**config.mk**
```make
export PLATFORM = sky130hd
export DESIGN_NAME = uart_tx_fifo_ctrl_flat
export DESIGN_NICKNAME = d
export VERILOG_FILES = /design/src/rtl/uart_tx_fifo_ctrl_if.sv /design/src/rtl/uart_tx_fifo_ctrl.sv /design/src/flat_wrapper.sv
export SDC_FILE = /design/constraint.sdc
export NUM_CORES = 1
export LEC_CHECK = 0
export ABC_AREA = 0
export ABC_CLOCK_PERIOD_IN_PS = 5450
export CORE_ASPECT_RATIO = 1.4
export CORE_MARGIN = 5
export CORE_UTILIZATION = 50
export DETAILED_ROUTE_END_ITERATION = 7
export PLACE_DENSITY = 0.7
export RECOVER_POWER = 50
export SETUP_SLACK_MARGIN = 0.15
export SLEW_MARGIN = 40
export SYNTH_ARGS = -nofsm -noshare
export SYNTH_HDL_FRONTEND = slang
export SYNTH_SLANG_ARGS = --single-unit
```
**constraint.sdc**
```tcl
create_clock -name clk -period 5.45 [get_ports clk]
set_input_delay 0.545 -clock clk [delete_from_list [all_inputs] [get_ports clk]]
set_output_delay 0.545 -clock clk [all_outputs]
set_load 0.01 [all_outputs]
```
**src/rtl/uart_tx_fifo_ctrl_if.sv**
```systemverilog
// uart_tx_fifo_ctrl_if: byte FIFO handshake bundle between the bus-side writer/transmitter (master) and the FIFO (slave)
//   wr_en/wdata        byte enqueue strobe and data
//   fifo_read_n        active-low dequeue strobe from the transmitter
//   flush/ovf_clr      synchronous clear of contents / sticky overflow clear
//   rdata              registered head byte
//   fifo_empty/full    registered occupancy flags
//   fifo_level         registered occupancy, 0..DEPTH
//   overflow           sticky dropped-write flag
interface uart_tx_fifo_ctrl_if #(parameter int ADDR_WIDTH = 4);
  logic                  wr_en;
  logic [7:0]            wdata;
  logic                  fifo_read_n;
  logic                  flush;
  logic                  ovf_clr;
  logic [7:0]            rdata;
  logic                  fifo_empty;
  logic                  fifo_full;
  logic [ADDR_WIDTH:0]   fifo_level;
  logic                  overflow;
  modport master (
    output wr_en, wdata, fifo_read_n, flush, ovf_clr,
    input  rdata, fifo_empty, fifo_full, fifo_level, overflow
  );
  modport slave (
    input  wr_en, wdata, fifo_read_n, flush, ovf_clr,
    output rdata, fifo_empty, fifo_full, fifo_level, overflow
  );
endinterface

```
**src/rtl/uart_tx_fifo_ctrl.sv**
```systemverilog
// uart_tx_fifo_ctrl: synchronous byte FIFO between the TX-data register write and the UART transmitter
//   clk      system clock, rising edge
//   reset_n  asynchronous reset, active low
//   bus      uart_tx_fifo_ctrl_if.slave (wr_en, wdata, fifo_read_n, flush, ovf_clr in; rdata, flags, level, overflow out)
//   ADDR_WIDTH sets DEPTH = 1<<ADDR_WIDTH bytes (1..8)
//   Define UART_TX_FIFO_OVF_EN to build the sticky overflow flag; otherwise overflow is tied low and ovf_clr ignored
module uart_tx_fifo_ctrl #(
  parameter int ADDR_WIDTH = 4
) (
  input logic clk,
  input logic reset_n,
  uart_tx_fifo_ctrl_if.slave bus
);
  localparam int DEPTH = 1 << ADDR_WIDTH;
  localparam logic [ADDR_WIDTH:0] full_lvl = {1'b1, {ADDR_WIDTH{1'b0}}};
  logic [7:0]            mem [DEPTH];
  logic [ADDR_WIDTH-1:0] wr_ptr, rd_ptr;
  logic [ADDR_WIDTH:0]   level, level_nxt;
  logic [7:0]            rdata;
  logic                  empty, full;
  logic                  rd_acc, wr_acc, rd_go, wr_go;
  always_comb begin
    rd_acc    = !bus.fifo_read_n && !empty;
    wr_acc    = bus.wr_en && (!full || rd_acc);
    rd_go     = rd_acc && !bus.flush;
    wr_go     = wr_acc && !bus.flush;
    level_nxt = bus.flush ? '0 : level + {{ADDR_WIDTH{1'b0}}, wr_go} - {{ADDR_WIDTH{1'b0}}, rd_go};
  end
  always_ff @(posedge clk or negedge reset_n)
    if (!reset_n) begin
      wr_ptr <= '0;
      rd_ptr <= '0;
      level  <= '0;
      rdata  <= '0;
      empty  <= 1'b1;
      full   <= 1'b0;
    end else begin
      wr_ptr <= bus.flush ? '0 : wr_ptr + ADDR_WIDTH'(wr_go);
      rd_ptr <= bus.flush ? '0 : rd_ptr + ADDR_WIDTH'(rd_go);
      rdata  <= rd_go ? mem[rd_ptr] : rdata;
      level  <= level_nxt;
      empty  <= level_nxt == '0;
      full   <= level_nxt == full_lvl;
    end
  always_ff @(posedge clk)
    if (wr_go) mem[wr_ptr] <= bus.wdata;
`ifdef UART_TX_FIFO_OVF_EN
  logic ovf;
  always_ff @(posedge clk or negedge reset_n)
    if (!reset_n) ovf <= 1'b0;
    else ovf <= (bus.wr_en && full && !rd_acc) ? 1'b1 : bus.ovf_clr ? 1'b0 : ovf;
  assign bus.overflow = ovf;
`else
  assign bus.overflow = 1'b0;
`endif
  assign bus.rdata      = rdata;
  assign bus.fifo_empty = empty;
  assign bus.fifo_full  = full;
  assign bus.fifo_level = level;
endmodule

```
**src/flat_wrapper.sv**
```systemverilog
// flat-port wrapper written by rule: the top's interface ports become plain ports
module uart_tx_fifo_ctrl_flat 
#(
  parameter int ADDR_WIDTH = 4
)
  (clk, reset_n, bus_wr_en, bus_wdata, bus_fifo_read_n, bus_flush, bus_ovf_clr, bus_rdata, bus_fifo_empty, bus_fifo_full, bus_fifo_level, bus_overflow);
  uart_tx_fifo_ctrl_if #(.ADDR_WIDTH(ADDR_WIDTH)) bus_i ();
  input logic clk;
  input logic reset_n;
  input wire logic [$bits(bus_i.wr_en)-1:0] bus_wr_en;
  input wire logic [$bits(bus_i.wdata)-1:0] bus_wdata;
  input wire logic [$bits(bus_i.fifo_read_n)-1:0] bus_fifo_read_n;
  input wire logic [$bits(bus_i.flush)-1:0] bus_flush;
  input wire logic [$bits(bus_i.ovf_clr)-1:0] bus_ovf_clr;
  output wire logic [$bits(bus_i.rdata)-1:0] bus_rdata;
  output wire logic [$bits(bus_i.fifo_empty)-1:0] bus_fifo_empty;
  output wire logic [$bits(bus_i.fifo_full)-1:0] bus_fifo_full;
  output wire logic [$bits(bus_i.fifo_level)-1:0] bus_fifo_level;
  output wire logic [$bits(bus_i.overflow)-1:0] bus_overflow;
  assign bus_i.wr_en = bus_wr_en;
  assign bus_i.wdata = bus_wdata;
  assign bus_i.fifo_read_n = bus_fifo_read_n;
  assign bus_i.flush = bus_flush;
  assign bus_i.ovf_clr = bus_ovf_clr;
  assign bus_rdata = bus_i.rdata;
  assign bus_fifo_empty = bus_i.fifo_empty;
  assign bus_fifo_full = bus_i.fifo_full;
  assign bus_fifo_level = bus_i.fifo_level;
  assign bus_overflow = bus_i.overflow;
  uart_tx_fifo_ctrl #(.ADDR_WIDTH(ADDR_WIDTH)) u_core (.clk(clk), .reset_n(reset_n), .bus(bus_i));
endmodule
```
After elaboration in Yosys (flattened, before gate mapping)
Memory sizes are Yosys's and may differ from the RTL's. A register that Yosys moved wholly into a read port is not among the register bits.
Cells that the tools add are included.
W data, S select, Z words.
{"block": "word_totals", "mem_bits_rw": 128, "wordCells": 27, "ff_bits": 15, "input_bits": 14, "mem_count": 1}
{"memory": "u_core.mem", "depth": 16, "word_bits": 8, "rd": 1, "rd_ports_with_merged_regs": 1, "write_ports": 1, "line_no": "uart_tx_fifo_ctrl.sv:16", "text": "logic [7:0] mem [DEPTH];"}
{"block": "classes", "mux": 5, "n_reduce_logical": 11, "addsub": 4, "n_eq_ne": 1}
{"cell": "$add A4 B1 Y4", "count": 2}
{"cell": "$mux W4", "count": 2}
{"cell": "$add A5 B1 Y5", "count": 1}
{"cell": "$eq A5 B5 Y1 const B", "count": 1}
{"cell": "$logic_not A1 Y1", "count": 5}
{"cell": "$logic_not A5 Y1", "count": 1}
{"cell": "$mux W5", "count": 1}
{"cell": "$sub A5 B1 Y5", "count": 1}
{"cell": "$logic_and A1 B1 Y1", "count": 4}
{"cell": "$mux W1", "count": 2}
{"cell": "$logic_or A1 B1 Y1", "count": 1}

Longest topological paths before layout
{"block": "depth", "word_depth": 9, "mapped_depth": 12}

Least setup slack after synthesis
No wires, ideal clock.
{"block": "synth_timing", "kind": "input -> register", "startpoint": "in bus_flush", "endpoint": "reg u_core.full, in the netlist u_core.bus.fifo_full", "required_ns": 5.339, "arrival_time_ns": 2.804, "path_slack_ns": 2.535, "n_path_buf": 1, "path_stages": 11, "setup_ns": 0.111, "cell_sequence": "or3_1 > buf_2 > inv_2 > nand2b_1 > nand2_1 > ha_1 > inv_1 > fa_1 > xnor2_1 > or3b_2 > a2111oi_2"}
{"block": "synth_between", "elab_chain_cells": 6}
{"item": "start, declared", "line_no": "flat_wrapper.sv:13", "text": "input wire logic [$bits(bus_i.flush)-1:0] bus_flush;"}
{"item": "$logic_not A1 Y1", "line_no": "uart_tx_fifo_ctrl.sv:25, uart_tx_fifo_ctrl.sv:26"}
{"item": "$logic_and A1 B1 Y1", "line_no": "uart_tx_fifo_ctrl.sv:26", "text": "wr_go = wr_acc && !bus.flush;"}
{"item": "$add A5 B1 Y5", "line_no": "uart_tx_fifo_ctrl.sv:27", "text": "level_nxt = bus.flush ? '0 : level + {{ADDR_WIDTH{1'b0}}, wr_go} - {{ADDR_WIDTH{1'b0}}, rd_go};"}
{"item": "$sub A5 B1 Y5", "line_no": "uart_tx_fifo_ctrl.sv:27"}
{"item": "$mux W5 (*)", "line_no": "uart_tx_fifo_ctrl.sv:27"}
{"item": "$eq A5 B5 Y1 (*)", "line_no": "uart_tx_fifo_ctrl.sv:43", "text": "full <= level_nxt == full_lvl;"}
{"item": "end signal, assigned", "line_no": "uart_tx_fifo_ctrl.sv:43"}
{"item": "end, declared", "line_no": "uart_tx_fifo_ctrl.sv:20", "text": "logic empty, full;"}
Every way passes the cells marked *; elsewhere a longest branch is shown, timed or not.

Worst setup path in the final report
Same ends and word-level chain as after synthesis.

==> impl_metrics.tcl <==
set metrics [dict create \
    antenna_cells 0 \
    cp_max_fo 18 \
    dr.pass1.iters 4 \
    cts_buffers 17 \
    via_count 3052 \
    synth_nets 348 \
    pre_cts_slack_ns 1.32 \
    cp-end-kind "flip-flop" \
    grt_pass1_wl_um 18500 \
    rows 47 \
    grt_max_degree 38 \
    synth_edf_count 128 \
    antenna_found_initial 0 \
    gr-total-overflow 0 \
    finalClockSkew_ns 0.00788 \
    syn_area_per_cell_um2 18.7 \
    multi_input_area_um2 1600 \
    p_total_w 0.00313 \
    h-tree-depth 4 \
    cts_tree "yes" \
    reg2reg_slack_ns 2.39 \
    cts.sinks 151 \
    regArea_um2 4420 \
    numPortBuffers 27 \
    fin_nets 379 \
    final_hold_viol_count 0 \
    synth_flop_cell "edfxtp_1" \
    drv_slew 0 \
    viasPerCell 5.91 \
    cp.required_ns 5.75 \
    crit_arrival_ns 4.01 \
    relSlewSlack_pct 11.8 \
    synth_area_um2 6080 \
    worst_pin_slew_ns 1.32 \
    area_growth_pct 17.7 \
    dp_hpwl_um 7170 \
    cts_resized 0 \
    cts_hold_repair.buffers 0 \
    crit_type "primary input to flip-flop" \
    start_util_pct 51.2 \
    synth_top_area_cell "edfxtp_1" \
    grt_util_all_layers_pct 18.0 \
    synth-async-reset-ratio_pct 15.2 \
    cts_setup_buffers 0 \
    routed_wirelength_um 11900 \
    ioPinCount 30 \
    yosys_warnings 0 \
    gp_congestion 0.760 \
    fin_ws_ns 1.74 \
    peakVddDrop_mv 0.221 \
    clock.fmax_ghz 0.270 \
    powerDensity_nw_per_um2 437 \
    root_buffer "clkbuf_16" \
    synthDominantCellAreaShare_pct 63.2 \
    synth_area_leaders "edfxtp_1, mux4_2, dfrtp_1" \
    synthDistinctLibCells 42 \
    period_needed_ns 3.71 \
    r2r-start "u_core.bus.fifo_empty" \
    cap_violations 0 \
    ys_seq_elements 151 \
    hp-class "primary input to asynchronous set/reset pin" \
    drc 0 \
    die_area_um2 14500 \
    timing.rr.end "u_core.bus.fifo_full" \
    die_height_um 141 \
    wl_per_cell_um 23.1 \
    core-area_um2 11900 \
    power_leakage_nw 2.38 \
    synth_common_cells "edfxtp_1, mux4_2, dfrtp_1" \
    finalSetupTns_ns 0 \
    synthCells 325 \
    cts.clk_slew.worst_paths_ns 0.06 \
    fillers 823 \
    yosysMostFrequentCell "edfxtp_1" \
    rsz0062_at_grt "no" \
    r2r_cells 10 \
    ys_seq_area_share_pct 72.7 \
    drive_gt1_share_pct 21.7 \
    status "finished, final reports clean" \
    start_kind "primary input" \
    cts.path.max_buffers 2 \
    die_w_um 103 \
    setup_viol 0 \
    grt_pass1_vias 3247 \
    fin_util_pct 60.3 \
    ant_nets 0 \
    drtIter0Drc 179 \
    period_share_pct 68.0 \
    clkLatencyLatePin_ns 0.41 \
]
## stage by stage
step | area (um^2) | hold slack (ns) | cells
floorplan | 6080 | 0.249 | 325
global placement | 6470 | 0.464 | 484
detailed placement | 6510 | 0.466 | 484
CTS | 7150 | 0.123 | 516
global route | 7160 | 0.515 | 516
finish | 7160 | 0.410 | 516
## logic make-up after synthesis
| family | Yosys count | synth area share (%) |
|---|---|---|
| AO/OA/AOI/OAI | 27 | 3.27 |
| XOR/XNOR | 8 | 1.15 |
| adder cells (fa/ha/maj) | 9 | 1.97 |
| buffers and inverters | 24 | 2.16 |
| flip-flops | 151 | 72.7 |
| multiplexers | 48 | 13.9 |
| other | 1 | 0.0617 |
| AND/OR/NAND/NOR | 57 | 4.83 |
## where the power goes
part / internal (W) / switching, W / leakage (nW)
combinational: 0.000242 / 0.000228 / 0.616
clock: 0.000853 / 0.000430 / 0.314
sequential: 0.00132 / 0.0000533 / 1.45
total: 0.00241 / 0.000712 / 2.38
## worst max-delay path by stage
| stage | start | to | slack, ns |
|---|---|---|---|
| detailed placement | bus_flush | u_core.bus.fifo_full | 1.32 |
| floorplan | bus_flush | u_core.bus.fifo_full | 2.53 |
| global placement | bus_flush | u_core.bus.fifo_full | 1.43 |
| finish | bus_flush | u_core.bus.fifo_full | 1.74 |
| global route | bus_flush | u_core.bus.fifo_full | 1.58 |
| CTS | bus_flush | u_core.bus.fifo_full | 1.75 |
## routing by layer
metal,share of wire (%),track usage (%)
met3,5.8,5.17
met1,38,22.0
met2,54,29.8
met4,2.4,7.44
met5,0,0
## state kept, by name, indices dropped and copies added, names as in the netlist
register               count
u_core.bus.fifo_empty      1
u_core.rd_ptr              4
u_core.wr_ptr              4
u_core.mem               128
u_core.bus.fifo_level      5
u_core.bus.rdata           8
u_core.bus.fifo_full       1
## cell usage in the layout (no fill, tap or decap), types with 3 or more instances in the layout
cell type          n
a21o_1             7
buf_4              3
bufinv_16          6
clkbuf_1           5
clkbuf_16         17
clkdlybuf4s50_1   11
clkinv_2           3
dfrtp_1           21
dlygate4sd3_1     15
edfxtp_1         128
ha_1               8
inv_1              4
mux2i_1           19
mux4_2            29
nand2_1            6
nand2b_1           3
nand3_1            4
nand3b_1           4
nor2_1            10
nor2_2            11
nor2b_1            8
nor3_4             4
o22ai_1            6
xnor2_1            4
xor2_1             4
## cell type report
cell class                      instances  area share [%]
Sequential cell                       151            61.8
Multi-Input combinational cell        150            22.4
Clock buffer                           21            6.15
Timing Repair Buffer                   30            4.00
Clock inverter                         11            2.83
Tap cell                              147            2.57
Inverter                                6           0.315
## critical path, stage by stage
cell             delay [ns]
clkdlybuf4s50_1        0.73
or3_1                  0.72
inv_2                  0.18
nand2b_1               0.12
nand2_1                0.09
ha_1                   0.16
inv_1                  0.06
fa_1                   0.40
xnor2_1                0.18
or3b_2                 0.46
a2111oi_2              0.35
Power figures use the tool's default switching activity.
==> variant 1 (same flow settings) <==
`rdata` no longer has a reset.
--- a/src/rtl/uart_tx_fifo_ctrl.sv
+++ b/src/rtl/uart_tx_fifo_ctrl.sv
@@ -31,17 +31,19 @@
       wr_ptr <= '0;
       rd_ptr <= '0;
       level  <= '0;
-      rdata  <= '0;
       empty  <= 1'b1;
       full   <= 1'b0;
     end else begin
       wr_ptr <= bus.flush ? '0 : wr_ptr + ADDR_WIDTH'(wr_go);
       rd_ptr <= bus.flush ? '0 : rd_ptr + ADDR_WIDTH'(rd_go);
-      rdata  <= rd_go ? mem[rd_ptr] : rdata;
       level  <= level_nxt;
       empty  <= level_nxt == '0;
       full   <= level_nxt == full_lvl;
     end
+
+  always_ff @(posedge clk) begin
+    rdata <= rd_go ? mem[rd_ptr] : rdata;
+  end
   always_ff @(posedge clk)
     if (wr_go) mem[wr_ptr] <= bus.wdata;
 `ifdef UART_TX_FIFO_OVF_EN
Check against the original RTL: differs if reset_n is asserted again (counterexample within 4 cycles, from zero or initial values and one cycle with reset_n low); with reset_n held inactive, the same outputs for 10 cycles.
==> variant 1 against the unedited design <==
  * Total power fell by 9.5%
  * Final area is 2.0% lower
  * Sequential cell count stayed put
  * Wire length down 6.9%
  * Sequential share of layout area rose by 1.9 points
  * Final cell count fell by 2.9%
  * Register-to-register slack improved by 0.23 ns
  * Setup slack gained 0.25 ns
  * Synthesized area shrank 1.0%
==> variant 1: results (changes against the unedited design) <==
- Fill count: 826 (+0.36%)
- Mux contribution to synthesized area: 0.128 (-0.0102)
- Post-Synth XOR/XNOR Area: 0.0131 (+0.00157)
- WL met1: 4340 µm (-4.6%)
- GPL Wtd Cong: 0.719 (-5.4%)
- Placement Setup Slack: 1.91 ns (+0.582 ns)
- Routed length per instance: 22.2 µm (-4.1%)
- DP Cell Count: 469 (-3.1%)
- Metal2 WL: 6160 µm (-3.9%)
- Sequential area share after synthesis: 0.741 (+0.0141)
- Gate count of the mapped netlist: 304 (-6.5%)
- Final net count: 364 (-4.0%)
- Dominant cells by area after synthesis: edfxtp_1, mux4_2, mux4_1, dfrtp_1, a22oi_1
- Most frequent cells after synthesis: edfxtp_1, nor2_1, mux4_2
- CP max stage cell: dlygate4sd3_1
- Family with the most delay on the worst path: buffers and inverters
- Vias after detailed routing: 2884 (-5.5%)
- Slew @ Worst Pin: 0.856 ns (-0.467 ns)
- Clock Skew: 0.00663 ns (-0.00126 ns)
- Syn_nets: 327 (-6.0%)
- Finished Layout Cells: 501 (-2.9%)
- Status: completed
- Grt met2 use: 0.291 (-0.00658)
- Worst vdd ir: 0.289 mV (+31%)
- Multi-input logic area: 1450 µm² (-9.8%)
- Int Pwr: 2.20 mW (-8.9%)
- Max incr delay on CP: 0.77 ns (+0.04 ns)
- IO buf count: 27 (unchanged)
- Vias in the first global route: 3073 (-5.4%)
- Pleak: 2.35 nW (-1.2%)
- Worst path arrival time: 3.77 ns (-0.24 ns)
- Layout cell share with drive strength beyond 1: 0.178 (-0.0388)
- DR iter-0 viols: 229 (+28%)
- Adder-cell area share of the yosys netlist: 0.0200 (+0.000201)
- GR Util met1: 0.208 (-0.0117)
- Distinct cells, synth: 33 (-21%)
- Largest net degree at the start of global routing: 34 (-11%)
- Worst-Skew Late Latency: 0.41 ns (about the same)
- Asr flop ratio synth: 0.0993 (-0.0530)
- Cell Area, Placed: 6430 µm² (-1.2%)
- M3 GR Usage: 0.0391 (-0.0127)
- Metal3 WL: 398 µm (-43%)
- CP max FO: 17 (-1)
- Number of synthesized flops with an enable pin: 136 (+6.3%)
[variant 1: changes by cell type after synthesis, sizes merged, moves of 3 or more]
cell	unedited run	this run
edfxtp	128	136
mux2i	19	0
mux4	29	32
a22oi	0	16
a21o	7	1
o22ai	6	0
clkdlybuf4s25	0	3
dfrtp	22	14
buf	15	10
nand2	6	10
o21ai	4	1
[variant 1: final cells by class]
| type | instances | share of cell area |
|---|---|---|
| flip-flops and latches | 151 | 0.636 |
| multi-input cells | 132 | 0.206 |
| clock buffers | 19 | 0.0617 |
| repair buffers | 33 | 0.0444 |
| well taps | 147 | 0.0262 |
| clock inverters | 13 | 0.0223 |
| inverters | 6 | 0.00321 |
[variant 1: final timing paths]
| path | start | end | slack, ns |
|---|---|---|---|
| min in group clk | u_core.wr_ptr[3] | u_core.wr_ptr[3] | 0.62 |
| hold reg to reg | u_core.wr_ptr[3] | u_core.wr_ptr[3] | 0.62 |
| max in group asynchronous | reset_n | u_core.rd_ptr[0] | 4.30 |
| setup / recovery | bus_flush | u_core.bus.fifo_full | 1.99 |
| setup reg to reg | u_core.bus.fifo_empty | u_core.bus.fifo_full | 2.62 |
| hold / removal | reset_n | u_core.bus.fifo_level[4] | 0.62 |
[variant 1: power groups by stage]
stage	clock [mW]	sequential [mW]	combinational [mW]
after floorplan	0	1.37	0.226
after global placement	0	1.38	0.323
after detailed placement	0	1.38	0.337
after CTS	1.16	1.36	0.340
after global routing	1.22	1.37	0.367
final	1.14	1.36	0.329
[variant 1: cell families (layout without fill, tap and decap cells)]
family / Yosys count / after routing
AND/OR/NAND/NOR: 60 / 60
other: 1 / 1
XOR/XNOR: 9 / 9
flip-flops: 151 / 151
adder cells (fa/ha/maj): 9 / 9
buffers and inverters: 21 / 71
multiplexers: 32 / 32
AO/OA/AOI/OAI: 21 / 21
==> variant 2 (config.mk and constraints unchanged) <==
Without the edit above. Add a define of `UART_TX_FIFO_OVF_EN`.
--- a/src/rtl/uart_tx_fifo_ctrl.sv
+++ b/src/rtl/uart_tx_fifo_ctrl.sv
@@ -4,6 +4,8 @@
 //   bus      uart_tx_fifo_ctrl_if.slave (wr_en, wdata, fifo_read_n, flush, ovf_clr in; rdata, flags, level, overflow out)
 //   ADDR_WIDTH sets DEPTH = 1<<ADDR_WIDTH bytes (1..8)
 //   Define UART_TX_FIFO_OVF_EN to build the sticky overflow flag; otherwise overflow is tied low and ovf_clr ignored
+`define UART_TX_FIFO_OVF_EN
+
 module uart_tx_fifo_ctrl #(
   parameter int ADDR_WIDTH = 4
 ) (
Check against the original RTL: same outputs for any inputs over 10 cycles, from zero or initial values and one cycle with reset_n low; that may be too few to reach the edited logic, so the function may still have changed.
==> variant 2 against the unedited design <==
  * Setup slack gained 0.028 ns
  * Synthesized area grew 0.37%
  * Final cell count grew 1.2%
  * Critical path type unchanged
  * Wire length grew 4.8%
  * Critical path depth is the same
  * First-iteration DRC count grew 24%
  * Core utilization grew 0.095 points
  * Final area grew 0.16%
  * Global-route usage grew 0.38 points
  * Combinational power is essentially flat
  * Total power shrank 2.3%
  * Sequential cell count grew 1
==> variant 2: results (changes against the unedited design) <==
- Layout cell share with drive strength beyond 1: 0.224 (+0.00720)
- Worst-Skew Late Latency: 0.42 ns
- Gate power share: 0.155 (+0.004)
- Max incr delay on CP: 0.72 ns
- Asr flop ratio synth: 0.158 (+0.00558)
- Vias after detailed routing: 3092 (+1.3%)
- WL met1: 4490 µm (-1.2%)
- Routed length per instance: 24.0 µm (+3.6%)
- # diodes: 0 (unchanged)
- FF/Latch Area: 4450 µm² (+0.59%)
- Clk network pwr share: 0.393 (-0.018)
- Gate count of the mapped netlist: 326 (+0.31%)
- Vias in the first global route: 3216 (-0.95%)
- Worst path arrival time: 3.96 ns (-0.05 ns)
- Top sig layer: met4
- IO buf count: 29 (+7.4%)
- Max FFs per register: 128 (unchanged)
- Most frequent cells after synthesis: edfxtp_1, mux4_2, dfrtp_1
- Min-Delay Path Class: in2async
- First-pass GRT wire length: 18900 µm (+1.7%)
- Clock Skew: 0.0104 ns (+0.00248 ns)
- DP Cell Count: 490 (+1.2%)
- Root buf cell: clkbuf_16
- Sequential area share after synthesis: 0.728 (+0.00142)
- Placement Setup Slack: 1.34 ns (+0.0199 ns)
- Metal3 WL: 833 µm (+20%)
- Status: completed
- Post_cts resized: 0 (unchanged)
- GPL Wtd Cong: 0.821 (+8.0%)
- Cell Area, Placed: 6560 µm² (+0.81%)
- Metal2 WL: 6830 µm (+6.5%)
- Synth Warn #: 0 (unchanged)
- Comb pwr: 472 µW (about the same)
- Setup-failing EPs final: 0 (unchanged)
- Fill count: 876 (+6.4%)
- GR Util met1: 0.220 (-0.000462)
- Distinct cells, synth: 41 (-2.4%)
- 1st-pass router iterations: 4 (unchanged)
- Worst vdd ir: 0.225 mV (+1.6%)
- Antenna violations before repair: 0 (unchanged)
- Grt met2 use: 0.311 (+0.0136)
- Pleak: 2.40 nW (+0.74%)
- Dominant cells by area after synthesis: edfxtp_1, mux4_2, dfrtp_1, mux2i_1, ha_1
- Overall routing resource usage: 0.184 (+0.00381)
- M3 GR Usage: 0.0455 (-0.00626)
- H-Tree Depth: 4 (unchanged)
- Clock slew at reported path FFs: 0.06 ns (about the same)
- Routed wire length: 12500 µm (+4.8%)
- Syn_nets: 349 (+0.29%)
- CP max stage cell: clkdlybuf4s50_1
- DR iter-0 viols: 222 (+24%)
- Family with the most delay on the worst path: simple AND/OR/NAND/NOR gates
- Largest net degree at the start of global routing: 38 (unchanged)
- Switching Fraction: 0.234 (+0.00637)
- Final net count: 385 (+1.6%)
- DP HPWL: 7970 µm (+11%)
- Slew @ Worst Pin: 1.32 ns (-0.00303 ns)
variant 2: path summary, 6_finish.rpt:
kind                                        from              endpoint  slack [ns]  cells after the start
max                                    bus_flush  u_core.bus.fifo_full        1.77                     11
min                                      reset_n   u_core.bus.overflow        0.40                      1
max reg2reg                u_core.bus.fifo_empty  u_core.bus.fifo_full        2.40                     10
min reg2reg                  u_core.bus.rdata[2]   u_core.bus.rdata[2]        0.49                      1
max in group asynchronous                reset_n      u_core.rd_ptr[0]        4.17                      1
min in group clk             u_core.bus.rdata[2]   u_core.bus.rdata[2]        0.49                      1
variant 2: cell type report:
cell class,count,share of cell area
clock inverter,13,0.0249
tap,147,0.0256
timing repair buffer,33,0.0438
clock buffer,19,0.0604
multi-input combinational,150,0.221
inverter,8,0.00419
sequential,152,0.620
variant 2: kinds of logic after synthesis:
family          share of synthesized area
simple gates                       0.0488
flops                               0.728
buf+inv                            0.0209
mux                                 0.138
xor+xnor                           0.0115
compound gates                     0.0328
fa+ha+maj                          0.0197
